--- src/rtl/servant_spi_mem_ctrl_pkg.sv ---
// Shared definitions for the Wishbone-to-SPI RAM controller: opcodes, FSM
// encoding, byte-count width and byte-lane helper functions.
package servant_spi_mem_ctrl_pkg;

    localparam logic [7:0] DEF_OP_READ  = 8'h03;
    localparam logic [7:0] DEF_OP_WRITE = 8'h02;
    localparam int         BCNT_W       = 3;

    typedef enum logic [2:0] {
        ST_IDLE,
        ST_CMD,
        ST_ADDR,
        ST_DATA,
        ST_DONE,
        ST_GAP
    } state_t;

    function automatic logic [BCNT_W-1:0] sel_popcount(input logic [3:0] sel);
        return BCNT_W'(sel[0]) + BCNT_W'(sel[1]) + BCNT_W'(sel[2]) + BCNT_W'(sel[3]);
    endfunction

    function automatic logic [1:0] sel_first_lane(input logic [3:0] sel);
        if (sel[0])      return 2'd0;
        else if (sel[1]) return 2'd1;
        else if (sel[2]) return 2'd2;
        else             return 2'd3;
    endfunction

    // After shifting out the zero lanes, a contiguous mask is of the form 0..01..1.
    function automatic logic sel_contiguous(input logic [3:0] sel);
        logic [3:0] m;
        m = sel >> sel_first_lane(sel);
        return (sel != 4'd0) && ((m & (m + 4'd1)) == 4'd0);
    endfunction

endpackage

--- src/rtl/servant_spi_byte_xfer.sv ---
// SPI mode-0 byte shifter: generates SCK, shifts one byte out MSB first on the
// falling edge and samples MISO on the rising edge. A start in the done cycle chains bytes.
module servant_spi_byte_xfer #(
    parameter int CLOCK_DIVIDER = 2
) (
    input  logic       clock,
    input  logic       reset_n,
    input  logic       start,
    input  logic [7:0] tx_byte,
    input  logic       miso,
    output logic       busy,
    output logic       done,
    output logic [7:0] rx_byte,
    output logic       sck,
    output logic       mosi
);
    localparam int DW = (CLOCK_DIVIDER > 1) ? $clog2(CLOCK_DIVIDER) : 1;

    logic [DW-1:0] div_cnt;
    logic [3:0]    tog_cnt;
    logic [7:0]    tx_sh;
    logic [7:0]    rx_sh;
    logic          tick;

    assign tick    = busy && (div_cnt == DW'(CLOCK_DIVIDER - 1));
    assign done    = tick && (tog_cnt == 4'd15);
    assign rx_byte = rx_sh;
    assign mosi    = tx_sh[7];

    always_ff @(posedge clock or negedge reset_n) begin
        if (!reset_n) begin
            div_cnt <= '0;
            tog_cnt <= '0;
            tx_sh   <= '0;
            rx_sh   <= '0;
            busy    <= 1'b0;
            sck     <= 1'b0;
        end else if (!busy) begin
            div_cnt <= '0;
            sck     <= 1'b0;
            if (start) begin
                busy    <= 1'b1;
                tx_sh   <= tx_byte;
                tog_cnt <= '0;
            end
        end else if (tick) begin
            div_cnt <= '0;
            tog_cnt <= tog_cnt + 4'd1;
            if (!sck) begin
                sck   <= 1'b1;
                rx_sh <= {rx_sh[6:0], miso};
            end else begin
                sck <= 1'b0;
                // Last falling edge: either load the next byte or park MOSI low.
                if (tog_cnt == 4'd15) begin
                    if (start) begin
                        tx_sh <= tx_byte;
                    end else begin
                        busy  <= 1'b0;
                        tx_sh <= '0;
                    end
                end else begin
                    tx_sh <= {tx_sh[6:0], 1'b0};
                end
            end
        end else begin
            div_cnt <= div_cnt + DW'(1);
        end
    end

endmodule

--- src/rtl/servant_spi_mem_ctrl.sv ---
// Wishbone slave that serializes each 32-bit access into one CS-framed SPI RAM
// transaction (opcode, address, data) and reassembles read data little-endian.
module servant_spi_mem_ctrl
    import servant_spi_mem_ctrl_pkg::*;
#(
    parameter int         ADDR_BYTES    = 3,
    parameter int         CLOCK_DIVIDER = 2,
    parameter int         CS_GAP        = 2,
    parameter logic [7:0] OP_READ       = DEF_OP_READ,
    parameter logic [7:0] OP_WRITE      = DEF_OP_WRITE
) (
    input  logic        clock,
    input  logic        reset_n,
    input  logic [31:0] address,
    input  logic [31:0] wr_data,
    input  logic [3:0]  wb_sel,
    input  logic        wb_we,
    input  logic        wb_cyc,
    output logic [31:0] rd_data,
    output logic        wb_ack,
    output logic        spi_sck,
    output logic        spi_ss,
    output logic        spi_mosi,
    input  logic        spi_miso
);
    state_t            state, state_nxt;
    logic [BCNT_W-1:0] cnt;
    logic [BCNT_W-1:0] nbytes_q;
    logic [31:0]       addr_q;
    logic [31:0]       data_q;
    logic [31:0]       rd_buf;
    logic [1:0]        lane_q;
    logic              we_q;
    logic [15:0]       gap_cnt;

    logic              start, latch;
    logic [7:0]        tx_byte;
    logic              busy, done;
    logic [7:0]        rx_byte;

    logic              unused_ok;
    assign unused_ok = &{1'b0, address[1:0]};

    function automatic logic [7:0] addr_byte(input int k);
        return 8'(addr_q >> (8 * (ADDR_BYTES - 1 - k)));
    endfunction

    function automatic logic [7:0] data_byte(input int k);
        return we_q ? 8'(data_q >> (8 * (int'(lane_q) + k))) : 8'h00;
    endfunction

    servant_spi_byte_xfer #(.CLOCK_DIVIDER(CLOCK_DIVIDER)) u_xfer (
        .clock   (clock),
        .reset_n (reset_n),
        .start   (start),
        .tx_byte (tx_byte),
        .miso    (spi_miso),
        .busy    (busy),
        .done    (done),
        .rx_byte (rx_byte),
        .sck     (spi_sck),
        .mosi    (spi_mosi)
    );

    always_ff @(posedge clock or negedge reset_n) begin
        if (!reset_n) state <= ST_IDLE;
        else          state <= state_nxt;
    end

    // Each byte's successor is handed to the shifter in its done cycle so
    // bytes within a frame run back to back with no idle SCK periods.
    always_comb begin
        state_nxt = state;
        start     = 1'b0;
        latch     = 1'b0;
        tx_byte   = 8'h00;
        case (state)
            ST_IDLE: if (wb_cyc && !wb_ack && !busy) begin
                latch     = 1'b1;
                start     = 1'b1;
                tx_byte   = wb_we ? OP_WRITE : OP_READ;
                state_nxt = ST_CMD;
            end
            ST_CMD: if (done) begin
                start     = 1'b1;
                tx_byte   = addr_byte(0);
                state_nxt = ST_ADDR;
            end
            ST_ADDR: if (done) begin
                start = 1'b1;
                if (cnt == BCNT_W'(ADDR_BYTES - 1)) begin
                    tx_byte   = data_byte(0);
                    state_nxt = ST_DATA;
                end else begin
                    tx_byte = addr_byte(int'(cnt) + 1);
                end
            end
            ST_DATA: if (done) begin
                if (cnt == nbytes_q - BCNT_W'(1)) begin
                    state_nxt = ST_DONE;
                end else begin
                    start   = 1'b1;
                    tx_byte = data_byte(int'(cnt) + 1);
                end
            end
            ST_DONE: state_nxt = ST_GAP;
            ST_GAP:  if (int'(gap_cnt) >= CS_GAP - 1) state_nxt = ST_IDLE;
            default: state_nxt = ST_IDLE;
        endcase
    end

    always_ff @(posedge clock or negedge reset_n) begin
        if (!reset_n) begin
            cnt      <= '0;
            nbytes_q <= '0;
            addr_q   <= '0;
            data_q   <= '0;
            rd_buf   <= '0;
            lane_q   <= '0;
            we_q     <= 1'b0;
            gap_cnt  <= '0;
            spi_ss   <= 1'b1;
            wb_ack   <= 1'b0;
            rd_data  <= '0;
        end else begin
            wb_ack  <= (state == ST_DONE);
            gap_cnt <= (state == ST_GAP) ? gap_cnt + 16'd1 : 16'd0;
            if (latch) begin
                // Writes start at the first selected lane; reads always fetch the whole word.
                addr_q   <= {address[31:2], wb_we ? sel_first_lane(wb_sel) : 2'b00};
                data_q   <= wr_data;
                we_q     <= wb_we;
                lane_q   <= sel_first_lane(wb_sel);
                nbytes_q <= wb_we ? sel_popcount(wb_sel) : BCNT_W'(4);
                cnt      <= '0;
                spi_ss   <= 1'b0;
            end else if (done) begin
                cnt <= (state_nxt != state) ? '0 : cnt + BCNT_W'(1);
                if (state == ST_DATA) rd_buf[{cnt[1:0], 3'b000} +: 8] <= rx_byte;
            end
            if (state == ST_DONE) begin
                spi_ss <= 1'b1;
                if (!we_q) rd_data <= rd_buf;
            end
        end
    end

`ifndef SYNTHESIS
    sel_legal: assert property (@(posedge clock) disable iff (!reset_n)
        (state == ST_IDLE && wb_cyc && !wb_ack) |-> sel_contiguous(wb_sel));
`endif

endmodule

--- config.mk ---
export PLATFORM = sky130hd
export DESIGN_NAME = servant_spi_mem_ctrl
export DESIGN_NICKNAME = d
export VERILOG_FILES = /design/src/rtl/servant_spi_mem_ctrl_pkg.sv /design/src/rtl/servant_spi_byte_xfer.sv /design/src/rtl/servant_spi_mem_ctrl.sv
export SDC_FILE = /design/constraint.sdc
export NUM_CORES = 1
export LEC_CHECK = 0
export ABC_CLOCK_PERIOD_IN_PS = 4460
export BUFFER_PORTS_ARGS = -buffer_cell sky130_fd_sc_hd__buf_2
export CELL_PAD_IN_SITES_DETAIL_PLACEMENT = 0
export CELL_PAD_IN_SITES_GLOBAL_PLACEMENT = 1
export CORE_MARGIN = 2
export CORE_UTILIZATION = 46
export DETAILED_ROUTE_END_ITERATION = 10
export PLACE_DENSITY_LB_ADDON = 0.15
export SYNTH_ARGS = -nofsm -noshare
export SYNTH_HDL_FRONTEND = slang
export SYNTH_SLANG_ARGS = --single-unit
--- constraint.sdc ---
create_clock -name clock -period 4.46 [get_ports clock]
set_input_delay 0.669 -clock clock [delete_from_list [all_inputs] [get_ports clock]]
set_output_delay 0.669 -clock clock [all_outputs]
set_load 0.005 [all_outputs]
# Word level (Yosys, flattened, before mapping)
# Cells that the tools add are included.
[op_classes] add_sub_neg=12 order_cmp=1 bitwise_logic=3 n_reduce_logical=16 shifts=5 n_eq_ne=11 muxes=55
[op_table] cell="8-bit two-way mux" n=13
[op_table] cell="3-bit two-way mux" n=11
[op_table] cell="32-bit bitwise mux" n=1
[op_table] cell="8-bit case mux with 4 select lines" n=1
[op_table] cell="8-bit by 7-bit variable shift with 32-bit output, first input constant" n=1
[op_table] cell="8-bit by 7-bit indexed part select with 32-bit output" n=1
[op_table] cell="32-bit by 32-bit right shift with 8-bit output" n=1
[op_table] cell="32-bit by 5-bit right shift with 8-bit output" n=1
[op_table] cell="32-bit by 8-bit right shift with 8-bit output" n=1
[op_table] cell="3-bit by 29-bit subtractor with 29-bit output, first input constant" n=1
[op_table] cell="1-bit two-way mux" n=19
[op_table] cell="3-bit case mux with 6 select lines" n=1
[op_table] cell="16-bit by 1-bit adder with 16-bit output, second input constant" n=1
[op_table] cell="16-bit by 1-bit >= comparator with 1-bit output, second input constant" n=1
[op_table] cell="16-bit two-way mux" n=1
[op_table] cell="4-bit two-way mux" n=3
[op_table] cell="3-bit by 2-bit equality test with 1-bit output, second input constant" n=3
[op_table] cell="3-bit AND reduction" n=3
[op_table] cell="2-bit two-way mux" n=4
[op_table] cell="5-bit negation with 7-bit output" n=1
[op_table] cell="3-bit equality test, second input constant" n=2
[op_table] cell="2-bit nonzero test" n=3
[op_table] cell="2-bit by 4-bit adder with 5-bit output" n=1
[op_table] cell="3-bit by 1-bit adder with 4-bit output, second input constant" n=1
[op_table] cell="19 further kinds" n=27
[totals] output_inout_bits=36 wordCells=121 register_bits=181 in_bits=73

# Longest topological paths before layout
[logic_depth] word_depth=12 mapped_depth=12 depth_no_buf=9

# Modules after synthesis
# A second synthesis with hierarchy kept.
[unflattened] cells_unflattened=826 hier_area_um2=8535.7
[modules_own_cells] module="servant_spi_mem_ctrl" cells_per_inst=725 instances=1 area_per_inst_um2=7449.6 seq_area_each_um2=3955.0
[modules_own_cells] module="servant_spi_byte_xfer" cells_per_inst=101 instances=1 area_per_inst_um2=1086.0 seq_area_each_um2=575.6

# Worst setup path after synthesis
# OpenSTA, ideal clock, no wires.
[synth_timing] path_type="flip-flop to flip-flop" start="reg cnt[0]" end="reg u_xfer.tx_sh[4]" t_required_ns=4.387 arrival_time_ns=3.068 path_stages_with_launch=12 setup_ns=0.073 slack_ns=1.319 n_path_buf=3 period_less_slack_ns=3.141 cell_sequence="dfrtp_1 > buf_2 > inv_1 > ha_1 > clkbuf_1 > buf_2 > a21oi_1 > ha_1 > or3_4 > nor4b_4 > a221oi_2 > a21oi_2"
[synth_between] elab_chain_len=12 word_cells_on_any_way=24 classes_between="add/sub (3); eq/ne (2); shift (2); mux (15); reduce/logical (2)"
[synth_rtl] element="start, declared" line_no="servant_spi_mem_ctrl.sv:27" source="logic [BCNT_W-1:0] cnt;"
[synth_rtl] element="start signal, assigned" line_no="servant_spi_mem_ctrl.sv:138" source="cnt <= (state_nxt != state) ? '0 : cnt + BCNT_W'(1);"
[synth_rtl] element="branches (longest 12 deep; another with 3-bit by 29-bit subtractor with 29-bit output)"
[synth_rtl] element="end signal, assigned" line_no="servant_spi_byte_xfer.sv:43" source="tx_sh <= tx_byte;"
[synth_rtl] element="end signal, assigned" line_no="servant_spi_byte_xfer.sv:57" source="tx_sh <= tx_byte;"
[synth_rtl] element="end signal, assigned" line_no="servant_spi_byte_xfer.sv:63" source="tx_sh <= {tx_sh[6:0], 1'b0};"
[synth_rtl] element="end, declared" line_no="servant_spi_byte_xfer.sv:21" source="logic [7:0] tx_sh;"
# Several ways; the timed one is not identified. The select of a mux whose other input is x is not followed.
# A chain may end at the register's enable or synchronous reset.

# Final worst setup path
[layout_timing] start="reg cnt[1]" end="reg u_xfer.tx_sh[0]"
# The elaborated chain is that of the path after synthesis.

==> flow_metrics.tcl <==
set metrics [dict create \
    synthCells 819 \
    place_area_um2 9258 \
    drcViolationCount 0 \
    grt.met2_usage_pct 31.48 \
    clkLatencyLatePin_ns 0.44 \
    grt_pass1_vias 6045 \
    irDropWorstVdd_v 0.0002739 \
    drtIter0Drc 279 \
    cts-root-buf "clkbuf_16" \
    syn2layout_area_growth_pct 15.12 \
    finalClockSkew_ns 0.008160 \
    multi_input_area_um2 3782 \
    cts_tree "yes" \
    ys_seq_area_share_pct 52.88 \
    avgSynthCellArea_um2 10.46 \
    synth_cell_types 58 \
    die_width_um 140.5 \
    slowest_stage "fa_1" \
    ys_ff_latch 181 \
    final_common_cell "nand2_1" \
    numCtsBuffers 17 \
    min_path_type "in -> async" \
    die_h_um 140.5 \
    wl_per_cell_um 16.31 \
    fmax_mhz 354.5 \
    seqCellArea_um2 4531 \
    startpoint_type "flop" \
    dr.pass1.iters 4 \
    drive_gt1_share_pct 23.86 \
    power_density_nw_per_um2 329.1 \
    p_sw_uw 808.7 \
    clkSinkCount 181 \
    path_clk_slew_ns 0.08 \
    clkPwrFrac_pct 46.7 \
    post_cts_buffers 0 \
    p_seq_share_pct 50.8 \
    cp.arrival_ns 3.13 \
    finalNonFillerCells 1147 \
    finalSetupTns_ns 0 \
    use_met3_pct 3.385 \
    p_comb_share_pct 2.6 \
    final_antenna_net_count 0 \
    grt_pass1_wl_mm 31.02 \
    syn-num-nets 912 \
    grtUsageTotal_pct 19.73 \
    post-route-period-util_pct 63.24 \
    cp_max_fo 11 \
    maxCapViolations 0 \
    nNetsFinal 998 \
    dp_cells 1115 \
    path_cells "inv_1 -> ha_1 -> buf_4 -> fa_1 -> mux4_2 -> nand2_1 -> a31oi_1" \
    syn_area_um2 8567 \
    layout_common_cells "nand2_1, dfrtp_1, buf_2" \
    max_slew_margin_pct 26.55 \
    routed_wl_mm 18.71 \
    port_buffers 106 \
    grt_max_degree 104 \
    sw_frac_of_total_pct 24.91 \
    ys_warn_count 0 \
    status "complete, no violations" \
    start_util_pct 47.21 \
    intPower_mw 2.437 \
    cp_top_family "adder cells" \
    cts.path.max_buffers 2 \
    path_buf_inv 2 \
    critPathCaptureType "flop" \
    path_class "reg -> reg" \
    row_count 49 \
    h-tree-depth 4 \
    p_leak_nw 5.005 \
    crit_required_ns 4.77 \
    synth_edf_count 0 \
    busiest_layer "met2" \
    rsz0062_at_grt "false" \
    coreArea_um2 18150 \
    stdcell_area_um2 9862 \
    hpwl_mm 13.29 \
    dr_total_vias 6095 \
    nFillCells 1612 \
    antenna_found_initial 0 \
    antenna_cells 0 \
    synth_flop_cell "dfrtp_1" \
    holdWs_ns 0.3102 \
    postCtsHoldBufs 0 \
    grt_overflow_total 0 \
    async_reset_ff_share_pct 100.0 \
    hold_viol_final 0 \
    worst_pin_slew_ns 1.096 \
    die-area_um2 19730 \
    gp_congestion 0.8982 \
    met1_usage_pct 27.75 \
    io_pins 109 \
    drv_slew 0 \
    cpPeakStageDelay_ns 0.82 \
    finalSetupViolCount 0 \
    via_per_inst 5.314 \
    min_period_ns 2.821 \
    post_cts_resized 0 \
]
==> per-stage QoR <==
step | util [%] | setup WS [ns] | power, mW
after global placement | 51.01 | 1.686 | 1.765
after detailed placement | 51.01 | 1.672 | 1.767
after floorplan | - | 1.319 | 1.691
after global routing | 54.34 | 1.451 | 3.365
final | 54.34 | 1.639 | 3.246
after CTS | 54.34 | 1.645 | 3.280
==> kinds of logic (layout without fill, tap and decap cells) <==
group | count (synthesis) | count (layout) | share of synthesized area, %
muxes | 67 | 67 | 11.99
adders and majority gates | 20 | 20 | 3.096
AOI/OAI and AO/OA | 88 | 88 | 7.346
DFF | 181 | 181 | 52.88
buffers and inverters | 61 | 160 | 3.008
xor gates and xnor gates | 20 | 20 | 2.205
and+or+nand+nor | 382 | 382 | 19.47
==> flip-flops by register name, indices dropped and copies added, names as in the netlist <==
register / cells
addr_q: 32
data_q: 32
rd_buf: 32
rd_data: 32
gap_cnt: 16
u_xfer.rx_byte: 8
u_xfer.tx_sh: 8
u_xfer.tog_cnt: 4
cnt: 3
nbytes_q: 3
state: 3
lane_q: 2
spi_ss: 1
u_xfer.busy: 1
u_xfer.div_cnt: 1
u_xfer.sck: 1
wb_ack: 1
we_q: 1
==> synthesized netlist by cell type, types with 15 or more instances <==
library cell | count | area (µm²)
buf_2 | 17 | 85.08
clkbuf_1 | 18 | 67.56
dfrtp_1 | 180 | 4504
ha_1 | 18 | 225.2
inv_1 | 15 | 56.30
mux2_2 | 30 | 337.8
mux4_2 | 24 | 540.5
nand2_1 | 272 | 1021
nand3_1 | 22 | 110.1
nor2_1 | 33 | 123.9
o21ai_0 | 19 | 95.09
o31ai_1 | 26 | 195.2
==> per-layer routing <==
layer	share of wire [%]	wire, µm
met5	0	0
met4	1.6	298
met3	3.4	635
met2	47	8844
met1	48	8926
==> power by group through the flow <==
stage	Clock, mW	Sequential [mW]	Combinational, mW
3_5_place_dp	0	1.68	0.0864
5_1_grt	1.62	1.65	0.0958
4_1_cts	1.55	1.65	0.0868
3_3_place_gp	0	1.68	0.0847
6_report	1.51	1.65	0.0834
2_1_floorplan	0	1.68	0.0117
==> worst paths after layout <==
check | startpoint | endpoint | slack (ns) | cells past startpoint
hold / removal | reset_n | rd_data[17] | 0.31 | 1
setup / recovery | cnt[1] | u_xfer.tx_sh[0] | 1.64 | 7
hold reg to reg | addr_q[6] | addr_q[6] | 0.47 | 2
max in group asynchronous | reset_n | spi_ss | 3.17 | 2
setup reg to reg | cnt[1] | u_xfer.tx_sh[0] | 1.64 | 7
min in group clock | wr_data[22] | data_q[22] | 0.41 | 3
==> area by class of cell <==
cell class | instances | area share [%]
Inverter | 15 | 0.5709
Timing Repair Buffer | 113 | 6.103
Clock inverter | 15 | 1.814
Sequential cell | 181 | 45.94
Clock buffer | 17 | 4.314
Tap cell | 229 | 2.905
Multi-Input combinational cell | 577 | 38.35
Note: power is estimated with default switching activity, not from simulation.
